## config.mk

```make
export PLATFORM = sky130hd
export DESIGN_NAME = mpu_scheduler_flat
export DESIGN_NICKNAME = d
export VERILOG_FILES = /design/src/rtl/mpu_scheduler_pkg.sv /design/src/rtl/mpu_scheduler_if.sv /design/src/rtl/mpu_scheduler_tick_gen.sv /design/src/rtl/mpu_scheduler.sv /design/src/flat_wrapper.sv
export SDC_FILE = /design/constraint.sdc
export NUM_CORES = 1
export LEC_CHECK = 0
export CAP_MARGIN = 20
export CORE_MARGIN = 4
export CORE_UTILIZATION = 43
export CTS_BUF_LIST = sky130_fd_sc_hd__clkbuf_2
export DETAILED_ROUTE_END_ITERATION = 16
export PLACE_DENSITY = 0.78
export SYNTH_ARGS = -nofsm -noshare
export SYNTH_HDL_FRONTEND = slang
export SYNTH_HIERARCHICAL = 1
export SYNTH_SLANG_ARGS = --single-unit
```

## constraint.sdc

```tcl
create_clock -name clk -period 4.9 [get_ports clk]
set_input_delay 0.98 -clock clk [delete_from_list [all_inputs] [get_ports clk]]
set_output_delay 0.98 -clock clk [all_outputs]
set_load 0.01 [all_outputs]
```

## src/rtl/mpu_scheduler_pkg.sv

```systemverilog
// Shared constants, state encoding and the MPU6050 init table for the scheduler.
package mpu_scheduler_pkg;

    localparam logic [7:0] MPU_DEV_ADDR     = 8'hD0;
    localparam logic [7:0] REG_ACCEL_XOUT_H = 8'h3B;
    localparam int         INIT_LEN         = 5;
    localparam int         IDX_W            = $clog2(INIT_LEN);
    localparam int         PACK_W           = 112;

    localparam logic [2:0] ST_IDLE      = 3'd0;
    localparam logic [2:0] ST_INIT_ISS  = 3'd1;
    localparam logic [2:0] ST_INIT_WAIT = 3'd2;
    localparam logic [2:0] ST_RUN       = 3'd3;
    localparam logic [2:0] ST_RD_ISS    = 3'd4;
    localparam logic [2:0] ST_RD_WAIT   = 3'd5;
    localparam logic [2:0] ST_RECOVER   = 3'd6;
    localparam logic [2:0] ST_FAULT     = 3'd7;

    typedef struct packed {
        logic [7:0] addr;
        logic [7:0] data;
    } init_entry_t;

    // Power-up register writes: wake, sample divider, DLPF, gyro range, accel range.
    function automatic init_entry_t init_entry(input logic [IDX_W-1:0] idx);
        init_entry_t e;
        case (idx)
            3'd1:    e = '{addr: 8'h19, data: 8'h07};
            3'd2:    e = '{addr: 8'h1A, data: 8'h03};
            3'd3:    e = '{addr: 8'h1B, data: 8'h08};
            3'd4:    e = '{addr: 8'h1C, data: 8'h08};
            default: e = '{addr: 8'h6B, data: 8'h00};
        endcase
        return e;
    endfunction

    function automatic int max3(input int a, input int b, input int c);
        int m;
        m = (a > b) ? a : b;
        return (m > c) ? m : c;
    endfunction

endpackage

```

## src/rtl/mpu_scheduler_if.sv

```systemverilog
// Handshake and register bus between the scheduler and the mpu I2C engine.
interface mpu_scheduler_if;
    import mpu_scheduler_pkg::*;

    logic              mpu_init_start;
    logic              mpu_read_start;
    logic              mpu_read_done;
    logic [PACK_W-1:0] mpu_data_pack;
    logic              mpu_error;
    logic              mpu_error_reset;
    logic [7:0]        mpu_device_addr;
    logic [7:0]        mpu_register_addr;
    logic [7:0]        mpu_register_data;
    logic [7:0]        mpu_read_start_addr;

    modport master (
        output mpu_init_start, mpu_read_start, mpu_error_reset,
        output mpu_device_addr, mpu_register_addr, mpu_register_data, mpu_read_start_addr,
        input  mpu_read_done, mpu_data_pack, mpu_error
    );

    modport slave (
        input  mpu_init_start, mpu_read_start, mpu_error_reset,
        input  mpu_device_addr, mpu_register_addr, mpu_register_data, mpu_read_start_addr,
        output mpu_read_done, mpu_data_pack, mpu_error
    );
endinterface

```

## src/rtl/mpu_scheduler_tick_gen.sv

```systemverilog
// Sample-rate divider: one-cycle tick every TICK_DIV cycles while enabled.
module mpu_scheduler_tick_gen #(
    parameter int TICK_DIV = 50000
) (
    input  logic clk,
    input  logic rst,
    input  logic en,
    output logic tick
);
    localparam int           W    = $clog2(TICK_DIV);
    localparam logic [W-1:0] LAST = W'(TICK_DIV - 1);

    logic [W-1:0] cnt;

    // Free-running phase counter, parked at zero while disabled so each enable starts a full period.
    always_ff @(posedge clk or posedge rst) begin
        if (rst)              cnt <= '0;
        else if (!en)         cnt <= '0;
        else if (cnt == LAST) cnt <= '0;
        else                  cnt <= cnt + 1'b1;
    end

    assign tick = en && (cnt == LAST);
endmodule

```

## src/rtl/mpu_scheduler.sv

```systemverilog
// Sequencer for the mpu I2C engine: init table writes, periodic 14-byte burst reads, bounded retry.
//
//  state      | meaning
//  IDLE       | waiting for enable
//  INIT_ISS   | drive table[idx], pulse init_start
//  INIT_WAIT  | fixed settle time for the write in flight
//  RUN        | sampling, waiting for the next tick
//  RD_ISS     | pulse read_start
//  RD_WAIT    | waiting for read_done, error or timeout
//  RECOVER    | error_reset pulsed, idle before retry
//  FAULT      | retries exhausted, bus quiet until enable drops
module mpu_scheduler
    import mpu_scheduler_pkg::*;
#(
    parameter int CLK_HZ      = 50_000_000,
    parameter int SAMPLE_HZ   = 1000,
    parameter int WR_WAIT_CYC = 25000,
    parameter int RD_TIMEOUT  = 50000,
    parameter int RECOVER_CYC = 1000,
    parameter int MAX_RETRY   = 3
) (
    input  logic              clk,
    input  logic              rst,
    input  logic              enable,
    mpu_scheduler_if.master   bus,
    output logic              sample_valid,
    output logic [PACK_W-1:0] sample_data,
    output logic              ready,
    output logic              fault,
    output logic [7:0]        overrun_cnt
);
    localparam int TICK_DIV = CLK_HZ / SAMPLE_HZ;
    localparam int TMR_W    = $clog2(max3(WR_WAIT_CYC, RD_TIMEOUT, RECOVER_CYC));
    localparam int RETRY_W  = $clog2(MAX_RETRY + 2);

    // Timer loads are one less than the duration: the terminal-count cycle is included.
    localparam logic [TMR_W-1:0]   WR_LOAD   = TMR_W'(WR_WAIT_CYC - 1);
    localparam logic [TMR_W-1:0]   RD_LOAD   = TMR_W'(RD_TIMEOUT - 1);
    localparam logic [TMR_W-1:0]   REC_LOAD  = TMR_W'(RECOVER_CYC - 1);
    localparam logic [RETRY_W-1:0] RETRY_LIM = RETRY_W'(MAX_RETRY);
    localparam logic [IDX_W-1:0]   LAST_IDX  = IDX_W'(INIT_LEN - 1);

    logic [2:0]         state;
    logic [IDX_W-1:0]   idx;
    logic [RETRY_W-1:0] retry;
    logic [TMR_W-1:0]   tmr;
    logic               tick;
    logic               init_start_r, read_start_r, error_reset_r;
    logic [7:0]         reg_addr_r, reg_data_r;
    init_entry_t        ent;
    init_entry_t        ent_first;

    assign ent       = init_entry(idx);
    assign ent_first = init_entry('0);

    assign bus.mpu_init_start      = init_start_r;
    assign bus.mpu_read_start      = read_start_r;
    assign bus.mpu_error_reset     = error_reset_r;
    assign bus.mpu_register_addr   = reg_addr_r;
    assign bus.mpu_register_data   = reg_data_r;
    assign bus.mpu_device_addr     = MPU_DEV_ADDR;
    assign bus.mpu_read_start_addr = REG_ACCEL_XOUT_H;

    mpu_scheduler_tick_gen #(.TICK_DIV(TICK_DIV)) u_tick (
        .clk  (clk),
        .rst  (rst),
        .en   (ready),
        .tick (tick)
    );

    // Main sequencer; all bus pulses default low and are set for exactly one cycle.
    always_ff @(posedge clk or posedge rst) begin
        if (rst) begin
            state         <= ST_IDLE;
            idx           <= '0;
            retry         <= '0;
            tmr           <= '0;
            init_start_r  <= 1'b0;
            read_start_r  <= 1'b0;
            error_reset_r <= 1'b0;
            sample_valid  <= 1'b0;
            sample_data   <= '0;
            ready         <= 1'b0;
            fault         <= 1'b0;
            reg_addr_r    <= ent_first.addr;
            reg_data_r    <= ent_first.data;
        end else begin
            init_start_r  <= 1'b0;
            read_start_r  <= 1'b0;
            error_reset_r <= 1'b0;
            sample_valid  <= 1'b0;
            case (state)
                ST_IDLE: begin
                    if (enable) begin
                        state <= ST_INIT_ISS;
                        idx   <= '0;
                        retry <= '0;
                    end
                end
                ST_INIT_ISS: begin
                    reg_addr_r   <= ent.addr;
                    reg_data_r   <= ent.data;
                    init_start_r <= 1'b1;
                    tmr          <= WR_LOAD;
                    state        <= ST_INIT_WAIT;
                end
                ST_INIT_WAIT: begin
                    if (bus.mpu_error) begin
                        error_reset_r <= 1'b1;
                        if (!enable) begin
                            state <= ST_IDLE;
                        end else begin
                            state <= ST_RECOVER;
                            tmr   <= REC_LOAD;
                            retry <= retry + 1'b1;
                        end
                    end else if (tmr == '0) begin
                        if (!enable) begin
                            state <= ST_IDLE;
                        end else if (idx == LAST_IDX) begin
                            state <= ST_RUN;
                            ready <= 1'b1;
                        end else begin
                            idx   <= idx + 1'b1;
                            state <= ST_INIT_ISS;
                        end
                    end else begin
                        tmr <= tmr - 1'b1;
                    end
                end
                ST_RUN: begin
                    if (!enable) begin
                        state <= ST_IDLE;
                        ready <= 1'b0;
                    end else if (tick) begin
                        state <= ST_RD_ISS;
                    end
                end
                ST_RD_ISS: begin
                    read_start_r <= 1'b1;
                    tmr          <= RD_LOAD;
                    state        <= ST_RD_WAIT;
                end
                ST_RD_WAIT: begin
                    // Error outranks a simultaneous read_done: the pack is discarded.
                    if (bus.mpu_error) begin
                        error_reset_r <= 1'b1;
                        if (!enable) begin
                            state <= ST_IDLE;
                            ready <= 1'b0;
                        end else begin
                            state <= ST_RECOVER;
                            tmr   <= REC_LOAD;
                            retry <= retry + 1'b1;
                        end
                    end else if (bus.mpu_read_done) begin
                        sample_data  <= bus.mpu_data_pack;
                        sample_valid <= 1'b1;
                        retry        <= '0;
                        if (!enable) begin
                            state <= ST_IDLE;
                            ready <= 1'b0;
                        end else begin
                            state <= ST_RUN;
                        end
                    end else if (tmr == '0) begin
                        if (!enable) begin
                            state <= ST_IDLE;
                            ready <= 1'b0;
                        end else begin
                            error_reset_r <= 1'b1;
                            state         <= ST_RECOVER;
                            tmr           <= REC_LOAD;
                            retry         <= retry + 1'b1;
                        end
                    end else begin
                        tmr <= tmr - 1'b1;
                    end
                end
                ST_RECOVER: begin
                    // ready distinguishes a failed read (retry it) from a failed init (replay table).
                    if (tmr == '0) begin
                        if (retry > RETRY_LIM) begin
                            state <= ST_FAULT;
                            fault <= 1'b1;
                            ready <= 1'b0;
                        end else if (!enable) begin
                            state <= ST_IDLE;
                            ready <= 1'b0;
                        end else if (ready) begin
                            state <= ST_RD_ISS;
                        end else begin
                            idx   <= '0;
                            state <= ST_INIT_ISS;
                        end
                    end else begin
                        tmr <= tmr - 1'b1;
                    end
                end
                ST_FAULT: begin
                    if (!enable) begin
                        state <= ST_IDLE;
                        fault <= 1'b0;
                    end
                end
                default: state <= ST_IDLE;
            endcase
        end
    end

    // Ticks that land while a read or recovery is in progress are dropped and counted.
    always_ff @(posedge clk or posedge rst) begin
        if (rst)
            overrun_cnt <= 8'd0;
        else if (tick && (state != ST_RUN) && (overrun_cnt != 8'hFF))
            overrun_cnt <= overrun_cnt + 8'd1;
    end
endmodule

```

## src/flat_wrapper.sv

```systemverilog
// flat-port wrapper written by rule: the top's interface ports become plain ports
module mpu_scheduler_flat import mpu_scheduler_pkg::*;
#(
    parameter int CLK_HZ      = 50_000_000,
    parameter int SAMPLE_HZ   = 1000,
    parameter int WR_WAIT_CYC = 25000,
    parameter int RD_TIMEOUT  = 50000,
    parameter int RECOVER_CYC = 1000,
    parameter int MAX_RETRY   = 3
)
  (clk, rst, enable, sample_valid, sample_data, ready, fault, overrun_cnt, bus_mpu_init_start, bus_mpu_read_start, bus_mpu_error_reset, bus_mpu_device_addr, bus_mpu_register_addr, bus_mpu_register_data, bus_mpu_read_start_addr, bus_mpu_read_done, bus_mpu_data_pack, bus_mpu_error);
  mpu_scheduler_if bus_i ();
  input  logic clk;
  input  logic rst;
  input  logic enable;
  output logic sample_valid;
  output logic [PACK_W-1:0] sample_data;
  output logic ready;
  output logic fault;
  output logic [7:0] overrun_cnt;
  output wire logic [$bits(bus_i.mpu_init_start)-1:0] bus_mpu_init_start;
  output wire logic [$bits(bus_i.mpu_read_start)-1:0] bus_mpu_read_start;
  output wire logic [$bits(bus_i.mpu_error_reset)-1:0] bus_mpu_error_reset;
  output wire logic [$bits(bus_i.mpu_device_addr)-1:0] bus_mpu_device_addr;
  output wire logic [$bits(bus_i.mpu_register_addr)-1:0] bus_mpu_register_addr;
  output wire logic [$bits(bus_i.mpu_register_data)-1:0] bus_mpu_register_data;
  output wire logic [$bits(bus_i.mpu_read_start_addr)-1:0] bus_mpu_read_start_addr;
  input wire logic [$bits(bus_i.mpu_read_done)-1:0] bus_mpu_read_done;
  input wire logic [$bits(bus_i.mpu_data_pack)-1:0] bus_mpu_data_pack;
  input wire logic [$bits(bus_i.mpu_error)-1:0] bus_mpu_error;
  assign bus_mpu_init_start = bus_i.mpu_init_start;
  assign bus_mpu_read_start = bus_i.mpu_read_start;
  assign bus_mpu_error_reset = bus_i.mpu_error_reset;
  assign bus_mpu_device_addr = bus_i.mpu_device_addr;
  assign bus_mpu_register_addr = bus_i.mpu_register_addr;
  assign bus_mpu_register_data = bus_i.mpu_register_data;
  assign bus_mpu_read_start_addr = bus_i.mpu_read_start_addr;
  assign bus_i.mpu_read_done = bus_mpu_read_done;
  assign bus_i.mpu_data_pack = bus_mpu_data_pack;
  assign bus_i.mpu_error = bus_mpu_error;
  mpu_scheduler #(.CLK_HZ(CLK_HZ), .SAMPLE_HZ(SAMPLE_HZ), .WR_WAIT_CYC(WR_WAIT_CYC), .RD_TIMEOUT(RD_TIMEOUT), .RECOVER_CYC(RECOVER_CYC), .MAX_RETRY(MAX_RETRY)) u_core (.clk(clk), .rst(rst), .enable(enable), .bus(bus_i), .sample_valid(sample_valid), .sample_data(sample_data), .ready(ready), .fault(fault), .overrun_cnt(overrun_cnt));
endmodule
```

Yosys cells after proc, flatten, opt, wreduce, memory -nomap -nowiden
Cells that the tools add are included.

Add/subtract/negate cells: 5. Multiply operators: 0. Divide/modulo/power cells: 0. $lt $le $gt $ge: 1. Eq/ne operators: 31. Shift-type cells: 0. Multiplexer cells: 70. Bitwise gates (word level): 1. Reductions and logical operators: 17.

Operator list (count): 16-bit 2-to-1 mux (8); 3-bit 2-to-1 mux (29); 16-bit case mux with 5 select lines (1); 15-bit case mux with 4 select lines (1); 3-bit case mux with 8 select lines (1); 1-bit 2-to-1 mux (23); 2-bit != test, second input constant (9); 3-bit case mux with 3 select lines (2); 16-bit by 1-bit adder with 16-bit output, second input constant (1); 16-bit == test, second input constant (1); 16-bit zero test (1); 16-bit by 1-bit subtractor with 16-bit output, second input constant (1); 3-bit == test, second input constant (5); 3-bit by 2-bit == test with 1-bit output, second input constant (4); 10-bit AND reduction (1); 3-bit by 2-bit != test with 1-bit output, second input constant (3); 8-bit by 1-bit adder with 8-bit output, second input constant (1); 2-bit by 1-bit != test with 1-bit output, second input constant (4); 8-bit != test, second input constant (1); 4-bit AND reduction (2); 7-bit AND reduction (1); 3-bit by 1-bit adder with 3-bit output, second input constant (2); 3-bit by 1-bit == test with 1-bit output, second input constant (2); 6-bit AND reduction (1); other kinds (15) (20).

Register bits after elaboration: 183. Bits in latches: 0. RAM bits: 0. ROM bits: 0. Output and inout port bits: 158. Word-level logic and storage cells: 140. Memories kept: 0.

Longest topological paths before layout
Gate-level depths: netlist of run 1.

Depth in word-level cells: 6. Mapped depth: 10.

Hierarchy
The synthesis of run 1 kept the hierarchy.

Modules (own cells, without submodules): mpu_scheduler (times used 1, cells each 681, area each 7749.9 um^2, sequential area each 3982.6 um^2); mpu_scheduler_tick_gen (times used 1, cells each 81, area each 810.8 um^2, sequential area each 400.4 um^2).

Worst setup path before layout of run 1
OpenSTA, ideal clock, no wires.

Kind: reg2reg. From: register u_core.u_tick.cnt[4]. To: register u_core.overrun_cnt[1]. Setup time: 125 ps. Data arrival time: 2451 ps. Required time: 4775 ps. Slack: 2324 ps. Stages on the path, launching flop included: 7. Buffers on the path: 0. Period minus slack after synthesis: 2576 ps. Path through: dfrtp_1 -> or4b_1 -> or4_4 -> nor2_1 -> o21ai_0 -> a41oi_1 -> mux2_2.

Cells in the longest elaborated chain, start to end: 4.

RTL lines: from (decl) (RTL line mpu_scheduler_tick_gen.sv:13) `logic [W-1:0] cnt;`; from (signal assigned) (RTL line mpu_scheduler_tick_gen.sv:20) `else cnt <= cnt + 1'b1;`; 16-bit == test (RTL line mpu_scheduler_tick_gen.sv:23) `assign tick = en && (cnt == LAST);`; 1-bit logical AND (RTL line mpu_scheduler_tick_gen.sv:23); via u_core.tick (RTL line mpu_scheduler.sv:47) `logic tick;`; 1-bit logical AND (2 in series) (RTL line mpu_scheduler.sv:215) `else if (tick && (state != ST_RUN) && (overrun_cnt != 8'hFF))`; to (signal assigned) (RTL line mpu_scheduler.sv:216) `overrun_cnt <= overrun_cnt + 8'd1;`; to (decl) (RTL line mpu_scheduler.sv:30) `output logic [7:0] overrun_cnt`.

The timed path passes the listed nets, and every way through them passes these cells. A chain may end at the register's enable or synchronous reset.

Worst setup path in the final report of run 1
From: register u_core.state[2]. To: register u_core.tmr[11].

Cells in the longest elaborated chain, start to end: 3. Elaborated cells on any way between the ends: 9. Those cells by class: eq/ne: 6; mux: 1; reduce/logical: 2.

RTL lines: from (decl) (RTL line mpu_scheduler.sv:43) `logic [2:0] state;`; from (signal assigned) (RTL line mpu_scheduler.sv:74) `state <= ST_IDLE;`; from (signal assigned) (RTL line mpu_scheduler.sv:95) `state <= ST_INIT_ISS;`; from (signal assigned) (RTL line mpu_scheduler.sv:105) `state <= ST_INIT_WAIT;`; 3-bit == test, or another cell as far along (RTL line mpu_scheduler.sv:92) `case (state)`; 3-bit != test (no source line) or 5-bit nonzero test (tied branches); 2-bit AND reduction (no source line); to (signal assigned) (RTL line mpu_scheduler.sv:128) `tmr <= tmr - 1'b1;`; to (signal assigned) (RTL line mpu_scheduler.sv:177) `tmr <= tmr - 1'b1;`; to (signal assigned) (RTL line mpu_scheduler.sv:197) `tmr <= tmr - 1'b1;`; to (decl) (RTL line mpu_scheduler.sv:46) `logic [TMR_W-1:0] tmr;`.

Several ways; a longest one is shown, not always the timed one.

==> results of run 1 <==
final timing paths:
kind | slack (ps) | to | depth (start not counted) | startpoint
setup / recovery | 1860 | u_core/tmr[11]$_DFFE_PP0P_ | 6 | u_core/state[2]$_DFFE_PP0P_
hold / removal | 520 | u_core/overrun_cnt[7]$_DFFE_PP0P_ | 1 | u_core/overrun_cnt[7]$_DFFE_PP0P_
setup reg to reg | 1860 | u_core/tmr[11]$_DFFE_PP0P_ | 6 | u_core/state[2]$_DFFE_PP0P_
hold reg to reg | 520 | u_core/overrun_cnt[7]$_DFFE_PP0P_ | 1 | u_core/overrun_cnt[7]$_DFFE_PP0P_
max in group asynchronous | 3430 | u_core/sample_data[45]$_DFFE_PP0P_ | 3 | rst
min in group asynchronous | 590 | u_core/sample_data[29]$_DFFE_PP0P_ | 2 | rst
cell usage after synthesis, types with 10 or more instances:
master / count / share of area (%)
buf_2: 17 / 0.99
a21oi_1: 35 / 2.0
clkbuf_1: 17 / 0.75
buf_4: 27 / 2.4
o21ai_0: 40 / 2.3
dfrtp_1: 172 / 50
nor2_1: 55 / 2.4
ha_1: 11 / 1.6
xnor2_1: 15 / 1.5
inv_1: 20 / 0.88
nand2b_1: 10 / 0.73
mux2_2: 113 / 15
nand3_1: 18 / 1.1
nand2_1: 43 / 1.9
nor3_1: 21 / 1.2
cells by family after synthesis:
group	after synthesis	synth area share (%)
and+or+nand+nor	201	12.5
DFF	175	51.2
AOI/OAI and AO/OA	148	11.4
muxes	115	15.1
buffers and inverters	86	5.60
xor gates and xnor gates	24	2.46
adders and majority gates	11	1.61
other	2	0.0877
power by group through the flow:
stage	Clock, mW	Combinational, mW	Sequential (mW)
global placement	0	2.75	2.42
global route	0.885	3.00	2.51
finish	0.789	2.79	2.43
CTS	0.831	2.80	2.43
floorplan	0	1.26	2.54
detailed placement	0	2.79	2.46
final cells by class:
| cell class | count | area (µm²) | share of cell area (%) |
|---|---|---|---|
| diodes | 1 | 2.50 | 0.0219 |
| clock buffers | 17 | 85.1 | 0.744 |
| clock inverters | 15 | 173 | 1.51 |
| inverters | 21 | 82.6 | 0.722 |
| multi-input cells | 521 | 3780 | 33.0 |
| flip-flops and latches | 175 | 4380 | 38.3 |
| well taps | 265 | 332 | 2.90 |
| repair buffers | 261 | 2600 | 22.7 |
routing by layer:
metal | share of wire [%] | vias to the layer above | wire (µm)
li1 | - | 3168 | -
met1 | 39 | 3367 | 9100
met2 | 49 | 337 | 11500
met3 | 10 | 37 | 2450
met4 | 1.7 | 0 | 410
met5 | 0 | - | 0
per-stage QoR:
step,power [mW],utilization [%]
finish,6.01,58.6
global route,6.40,58.6
CTS,6.06,58.6
detailed placement,5.24,57.3
global placement,5.18,57.3
floorplan,3.80,-
critical path, cell delays in order, from the launching register on:
cell and delay [ps]:
dfrtp_1 960, inv_1 410, nand2_1 430, inv_1 270
a221oi_1 660, o21ai_0 200, o31ai_1 100
state kept, by name (all words and copies together), names as in the netlist:
register and cells:
u_core/bus.mpu_error_reset 1, u_core/bus.mpu_register_data 3, u_core/ready 1, u_core/retry 3, u_core/bus.mpu_register_addr 5, u_core/state 3
u_core/u_tick/cnt 16, u_core/bus.mpu_read_start 1, u_core/sample_data 112, u_core/overrun_cnt 8, u_core/fault 1, u_core/bus.mpu_init_start 1
u_core/tmr 16, u_core/sample_valid 1, u_core/idx 3
==> run metrics, run 1 <==
Non-Filler Instances=around 1,300; CTS tree=built; vias per cell=between 5 and 6; core area=0.0195 mm²; Worst-Skew Late Latency=750 ps; Tot GR Track Use=21.0%; H-tree levels=4; Fin Clk Skew=60.4 ps; Setup Fix Bufs, Post-CTS=0; vias=just under 7,000; Die Ht=~150 µm; die area=0.0222 mm²; first-pass GRT wire length=~37 mm; GR peak layer=met2; distinct cell type count after synthesis=76; dpl cells=between 1,000 and 1,500; DRT antenna net count=0; clock-pin slew on the worst setup and hold paths=about 320 ps; pre-CTS setup slack=1290 ps; Reg power frac=about two fifths; Die W=approximately 150 µm; P_sw=2.27 mW; commonest non-fill, non-tap cell in the layout=clkdlybuf4s50_1; WL per Instance=about 18 µm; synthesis-stage register bit count=roughly 180; Final HPWL DP=about 17 mm; unrepaired setup endpoints after global routing=false; part of the cycle the worst path needs=about 62%; I/O pin total=roughly 280; post-CTS resize count=0; routing usage on met3=8.23%; met2 Track Usage GR=a little over a third; dpl cell area=0.0112 mm²; Syn Area/Cell=about 11 µm²; Final Hold Viols=0; CTS root buf=clkbuf_2; total global routing overflow=0; combinational power share=between 40 and 50%; fill count=around 1,700; Final Hold Slack=roughly 520 ps; status=completed; Worst Path Arrival=approximately 3700 ps; IO Port Bufs=between 200 and 300; min Tclk post-route=~3000 ps; number of synthesized flops with an enable pin=0; # hold bufs at CTS=0; Final Max Tran Viols=0; Final Setup Violations=0; clock share of power=between 10% and 20%; Finished Cell Area=about 0.011 mm²; worst setup margin=1860 ps; pin count of the biggest net entering global routing=73; Max-Slew Margin vs Limit=~36%; Sink Count=175; CTS Buffer Depth=2; final WL=around 24 mm; Critical Path RT=between 5000 and 6000 ps; IR drop worst, VDD=389 µV; LEAKAGE=between 4 and 5 nW; register area share after synthesis=between 50 and 60%; P per Cell Area=525 mW/mm²; crit path capture type=flip-flop; worst-path fanout max=27; Ys Warns=6; switch share=a little under two fifths; fraction of layout cells with a size suffix above 1=between 10% and 20%; Max-Cap Viols=0; Int Pwr=roughly 3.7 mW; startpoint type of the worst setup path=flip-flop; Post-Syn Area=about 0.0086 mm²; row cnt=between 50 and 60; met1 GRT Util=between 20% and 30%; number of global-route vias before repair=around 7,000; fmax=~330 MHz; Synth async-reset ratio=100%; Slew @ Worst Pin=roughly 960 ps; Setup Crit Path Kind=flip-flop to flip-flop; worst min-delay path category=flip-flop to flip-flop; Detailed Routing Iterations Pass 1=5; 1st-iter DRT viols=about 420; Mapped Cells=762; Synth Flop Type=dfrtp_1; GP Congestion=between 0.9 and 1; initial core utilization=43.8%; setup_tns=0 ps; most frequent cells in the layout=clkdlybuf4s50_1, dfrtp_1, mux2_2; Layout Nets=1,125; Area Growth Syn to Fin=33.6%; initial antenna violation count=1; CTS Buf Count=17; DRC=0
(Power assumes the default switching activity.)
==> run 2, diff against run 1 <==
Settings changed: CORE_UTILIZATION 43 to 48, PLACE_DENSITY 0.78 to 0.83.
Clock period 4.9 ns to 2.8 ns, I/O delays scaled along.
==> run metrics, run 2 (synthesis gave the netlist of run 1 again) <==
first-pass GRT wire length=36.5 mm (-1.9%); switch share=37.2% (-0.70 points); Final Util=66.7% (+8.1 points); Layout Nets=1,153 (+2.5%); worst setup margin=183 ps (-1680 ps); most frequent cells in the layout=clkdlybuf4s50_1, dfrtp_1, mux2_2; Final Setup Violations=0 (unchanged); fraction of layout cells with a size suffix above 1=20.0% (+2.3 points); status=completed; Reg power frac=39.4% (-1.0 points); CP Launch Point=u_core/u_tick/cnt[10]$_DFF_PP0_; Sink Count=175 (unchanged); Max-Slew Margin vs Limit=48.0% (+12 points); DRC=0 (unchanged); CTS Buf Count=17 (unchanged); P_sw=3.93 mW (+73%); Final HPWL DP=17.2 mm (-0.35%); Slew @ Worst Pin=772 ps (-184 ps); dpl cells=1,227 (-1.3%); die area=0.0200 mm² (-9.9%); Non-Filler Instances=1,264 (-0.94%); 1st-iter DRT viols=598 (+44%); R2R Setup Slk=180 ps (-1680 ps); H-tree levels=4 (unchanged); FF/Latch Area=0.00438 mm² (unchanged); post-CTS resize count=0 (unchanged); vias per cell=5.55 (+2.5%); Detailed Routing Iterations Pass 1=7 (+2); core area=0.0174 mm² (-11%); worst-path fanout max=7 (-74%); Setup Fix Bufs, Post-CTS=0 (unchanged); CTS root buf=clkbuf_2; Top reg by flops=u_core/sample_data; biggest regs=u_core/sample_data x112, u_core/tmr x16, u_core/u_tick/cnt x16; Final Max Tran Viols=0 (unchanged); CTS tree=built; Area Growth Syn to Fin=35.7%; fmax=382 MHz (+16%); startpoint type of the worst setup path=flip-flop; worst min-delay path category=input pin to async pin; final WL=23.3 mm (-0.94%); pin count of the biggest net entering global routing=134 (+84%); Finished Cell Area=0.0116 mm² (+1.5%); row cnt=48 (-5.9%); part of the cycle the worst path needs=93.5% (+31 points); vias=7,016 (+1.5%); combinational power share=48.1% (+1.6 points); clock share of power=12.5% (-0.6 points); Worst R2R Start=u_core/u_tick/cnt[10]$_DFF_PP0_; unrepaired setup endpoints after global routing=false; setup_tns=0 ps (unchanged); Worst-Skew Late Latency=750 ps (about the same); Setup Crit Path Kind=flip-flop to flip-flop; fill count=1,350 (-20%); initial core utilization=49.2% (+5.3 points); commonest non-fill, non-tap cell in the layout=clkdlybuf4s50_1; area of the multi-input gates=0.00378 mm² (unchanged); GP Congestion=0.951 (+0.17%); min Tclk post-route=2620 ps (-422 ps); number of global-route vias before repair=7,063 (+0.33%); # hold bufs at CTS=0 (unchanged); Fin Clk Skew=42.7 ps (-17.7 ps); Tot GR Track Use=22.9% (+1.9 points); Final Hold Viols=0 (unchanged); Int Pwr=6.65 mW (+78%); initial antenna violation count=1 (unchanged); Worst Path Arrival=3320 ps (-420 ps); pre-CTS setup slack=175 ps (-1110 ps); clock-pin slew on the worst setup and hold paths=270 ps (-50 ps); LEAKAGE=4.85 nW (+3.0%); RR Endpoint=u_core/overrun_cnt[7]$_DFFE_PP0P_; crit path capture type=flip-flop; I/O pin total=275 (unchanged); P per Cell Area=911 mW/mm² (+73%); Critical Path RT=3500 ps (-2100 ps); Max-Cap Viols=0 (unchanged); r2r worst-path depth=9 (+3); Die W=142 µm (-5.1%); Die Ht=142 µm (-5.1%); WL per Instance=18.4 µm (about the same); IR drop worst, VDD=572 µV (+47%); DRT antenna net count=0 (unchanged); max FFs per register=112 (unchanged); CTS Buffer Depth=2 (unchanged); IO Port Bufs=252 (unchanged); dpl cell area=0.0113 mm² (+1.4%); total global routing overflow=0 (unchanged)
## run 2: cell count changes in the layout (fill, tap and decap cells not counted), sizes merged
| cell | change |
|---|---|
| clkinv | -2 |
| inv | +1 |
| clkbuf | +1 |
| buf | +28 |
## run 2: power by group through the flow
stage | sequential (mW) | clock (mW) | combinational [mW]
global route | 4.32 | 1.49 | 5.50
detailed placement | 4.23 | 0 | 5.08
global placement | 4.18 | 0 | 5.01
finish | 4.17 | 1.32 | 5.09
CTS | 4.17 | 1.39 | 5.10
floorplan | 4.45 | 0 | 2.20
## run 2: how the worst max path moves through the flow
stage,endpoint,slack [ps],cells past startpoint
3_5_place_dp,u_core/state[1]$_DFFE_PP0P_,180,6
6_report,u_core/overrun_cnt[7]$_DFFE_PP0P_,180,9
4_1_cts,u_core/overrun_cnt[7]$_DFFE_PP0P_,180,9
3_3_place_gp,u_core/state[1]$_DFFE_PP0P_,200,6
2_1_floorplan,u_core/overrun_cnt[1]$_DFFE_PP0P_,220,6
5_1_grt,u_core/tmr[12]$_DFFE_PP0P_,6,9
## run 2: per-layer routing
metal	up-vias	wire length [µm]	track usage, %	share of wire, %
met5	-	0	0	0
met4	0	512	7.12	2.2
met3	37	2530	9.37	11
met2	370	11400	37.5	49
met1	3396	8790	27.7	38
li1	3213	-	-	-
## run 2: critical path, cell delays in order (launching register included)
cell and delay (ps):
dfrtp_1 480, or4bb_1 520, or4_4 580, nor2_1 140, o21ai_0 130, a41oi_1 190
buf_4 170, nand3_1 100, nor2_1 120, xor2_1 150
## run 2: stage by stage
stage	hold slack (ps)	power, mW
5_1_grt	159	11.3
4_1_cts	172	10.7
3_5_place_dp	472	9.31
6_report	228	10.6
3_3_place_gp	460	9.19
2_1_floorplan	462	6.66
## run 2: area by class of cell
type,instances,share of cell area [%]
inverter,21,0.711
antenna,1,0.0215
sequential,175,37.7
clock buffer,18,0.776
timing repair buffer,289,24.5
clock inverter,14,1.26
multi-input combinational,521,32.5
tap,225,2.42
==> run 3, diff against run 2 <==
Settings changed: GPL_TIMING_DRIVEN from default to 0, SLEW_MARGIN from default to 20.
==> run metrics, run 3 (synthesis gave the netlist of run 1 again) <==
status=completed; CTS Buffer Depth=2 (unchanged); GP Congestion=0.968 (+1.8%); WL per Instance=18.7 µm (+1.7%); max FFs per register=112 (unchanged); Setup Crit Path Kind=flip-flop to flip-flop; clock-pin slew on the worst setup and hold paths=240 ps (-30 ps); fraction of layout cells with a size suffix above 1=20.8% (+0.78 points); biggest regs=u_core/sample_data x112, u_core/tmr x16, u_core/u_tick/cnt x16; fmax=374 MHz (-2.1%); Final Hold Viols=0 (unchanged); Max-Cap Viols=0 (unchanged); ANT cells=0 (-1); Final Util=68.0% (+1.3 points); Fin Clk Skew=31.7 ps (-11.0 ps); total global routing overflow=0 (unchanged); CP peak stage delay=570 ps (about the same); first-pass GRT wire length=38.3 mm (+4.8%); DRC=0 (unchanged); worst-path fanout max=7 (unchanged); I/O pin total=275 (unchanged); Sink Count=175 (unchanged); worst min-delay path category=input pin to async pin; initial antenna violation count=0 (-1); Non-Filler Instances=1,296 (+2.5%); CTS tree=built; part of the cycle the worst path needs=95.5% (+2.0 points); CTS Buf Count=17 (unchanged); Final HPWL DP=18.4 mm (+7.3%); vias per cell=5.49 (-1.2%); Crit-path slowest cell=or4_4; row cnt=48 (unchanged); pin count of the biggest net entering global routing=35 (-74%); Top reg by flops=u_core/sample_data; Overall Power=10.8 mW (+1.9%); CTS root buf=clkbuf_2; critical path, cell by cell=or4b_1 > or4_4 > nor2_1 > o21ai_0 > a41oi_2 > buf_4 > nand3_1 > nor2_1 > xor2_1; initial core utilization=49.2% (unchanged); Area Growth Syn to Fin=38.3%; number of global-route vias before repair=7,308 (+3.5%); Worst-Skew Late Latency=730 ps (-20 ps); core area=0.0174 mm² (unchanged); Crit path top cell by count=nor2_1; die area=0.0200 mm² (unchanged); Die Ht=142 µm (unchanged); Tot GR Track Use=24.0% (+1.1 points); unrepaired setup endpoints after global routing=false; pre-CTS setup slack=-425 ps (-600 ps); # hold bufs at CTS=0 (unchanged); setup_tns=0 ps (unchanged); 1st-iter DRT viols=543 (-9.2%); startpoint type of the worst setup path=flip-flop; vias=7,110 (+1.3%); DRT antenna net count=0 (unchanged); final WL=24.3 mm (+4.2%); H-tree levels=4 (unchanged); commonest non-fill, non-tap cell in the layout=clkdlybuf4s50_1; Layout Nets=1,187 (+2.9%); dpl cells=1,264 (+3.0%); IR drop worst, VDD=546 µV (-4.6%); Max-Slew Margin vs Limit=35.5% (-13 points); Die W=142 µm (unchanged); Critical Path RT=3480 ps (-20 ps); Worst Path Arrival=3350 ps (+30 ps); Final Setup Violations=0 (unchanged); P per Cell Area=911 mW/mm² (about the same); r2r worst-path depth=9 (unchanged); worst setup margin=126 ps (-57.3 ps); Detailed Routing Iterations Pass 1=6 (-1); LEAKAGE=5.00 nW (+3.0%); Final Max Tran Viols=0 (unchanged); min Tclk post-route=2670 ps (+57.3 ps); IO Port Bufs=252 (unchanged); most frequent cells in the layout=clkdlybuf4s50_1, dfrtp_1, mux2_2; Slew @ Worst Pin=968 ps (+196 ps); crit path capture type=flip-flop
==> run 3: cell types whose count changed in the layout (fill, tap and decap cells not counted), moves of 2 or more <==
cell and change:
bufinv_16 +3, clkinv_4 +2, clkinvlp_4 -2, buf_6 +3
buf_2 +17, inv_6 -4, buf_4 -5, clkbuf_1 +17
clkinv_1 +2
==> run 3: path summary, 6_finish.rpt <==
check | from | to | slack [ps]
hold reg to reg | u_core/bus.mpu_register_addr[4]$_DFFE_PP0P_ | u_core/bus.mpu_register_addr[4]$_DFFE_PP0P_ | 520
max in group asynchronous | rst | u_core/sample_data[79]$_DFFE_PP0P_ | 1620
min in group clk | bus_mpu_data_pack[74] | u_core/sample_data[74]$_DFFE_PP0P_ | 400
setup / recovery | u_core/u_tick/cnt[4]$_DFF_PP0_ | u_core/overrun_cnt[7]$_DFFE_PP0P_ | 130
setup reg to reg | u_core/u_tick/cnt[4]$_DFF_PP0_ | u_core/overrun_cnt[7]$_DFFE_PP0P_ | 130
hold / removal | rst | u_core/overrun_cnt[7]$_DFFE_PP0P_ | 210
==> run 3: per-layer routing <==
layer  up-vias  global-route usage, %  part of all wire, %
met1      3379                   28.4                   38
li1       3280                      -                    -
met4         0                   7.07                  2.5
met2       393                   40.3                   48
met5         -                      0                    0
met3        58                   9.61                   11
==> run 3: metrics by stage <==
| stage | area [µm²] | hold WS (ps) |
|---|---|---|
| after floorplan | 8640 | 462 |
| after global placement | 11400 | 461 |
| after detailed placement | 11500 | 469 |
| after CTS | 11800 | 141 |
| after global routing | 11800 | 140 |
| final | 11800 | 210 |
==> run 3: critical path: cells and delay by family (launching register included) <==
kind / cells / cell delay (ps)
XOR/XNOR: 1 / 150
flip-flops: 1 / 500
AO/OA/AOI/OAI: 2 / 340
AND/OR/NAND/NOR: 5 / 1490
buffers and inverters: 1 / 170
==> run 3: area by class of cell <==
class	count	area, µm²
Buffer	65	400
Clock buffer	17	85.1
Clock inverter	14	189
Fill cell	1352	5580
Inverter	21	82.6
Multi-Input combinational cell	521	3790
Sequential cell	175	4380
Tap cell	225	282
Timing Repair Buffer	258	2630
==> run 3: report_power, final <==
group          switching (mW)  internal [mW]  total, mW
sequential              0.595           3.48       4.08
combinational            2.44           2.80       5.24
clock                   0.880          0.587       1.47
==> run 3: what timing repair did <==
| action | CTS | global route |
|---|---|---|
| gates resized for setup | 2 | 0 |
| endpoints found under the setup margin | 23 | 4 |
| buffers inserted | 0 | 1 |
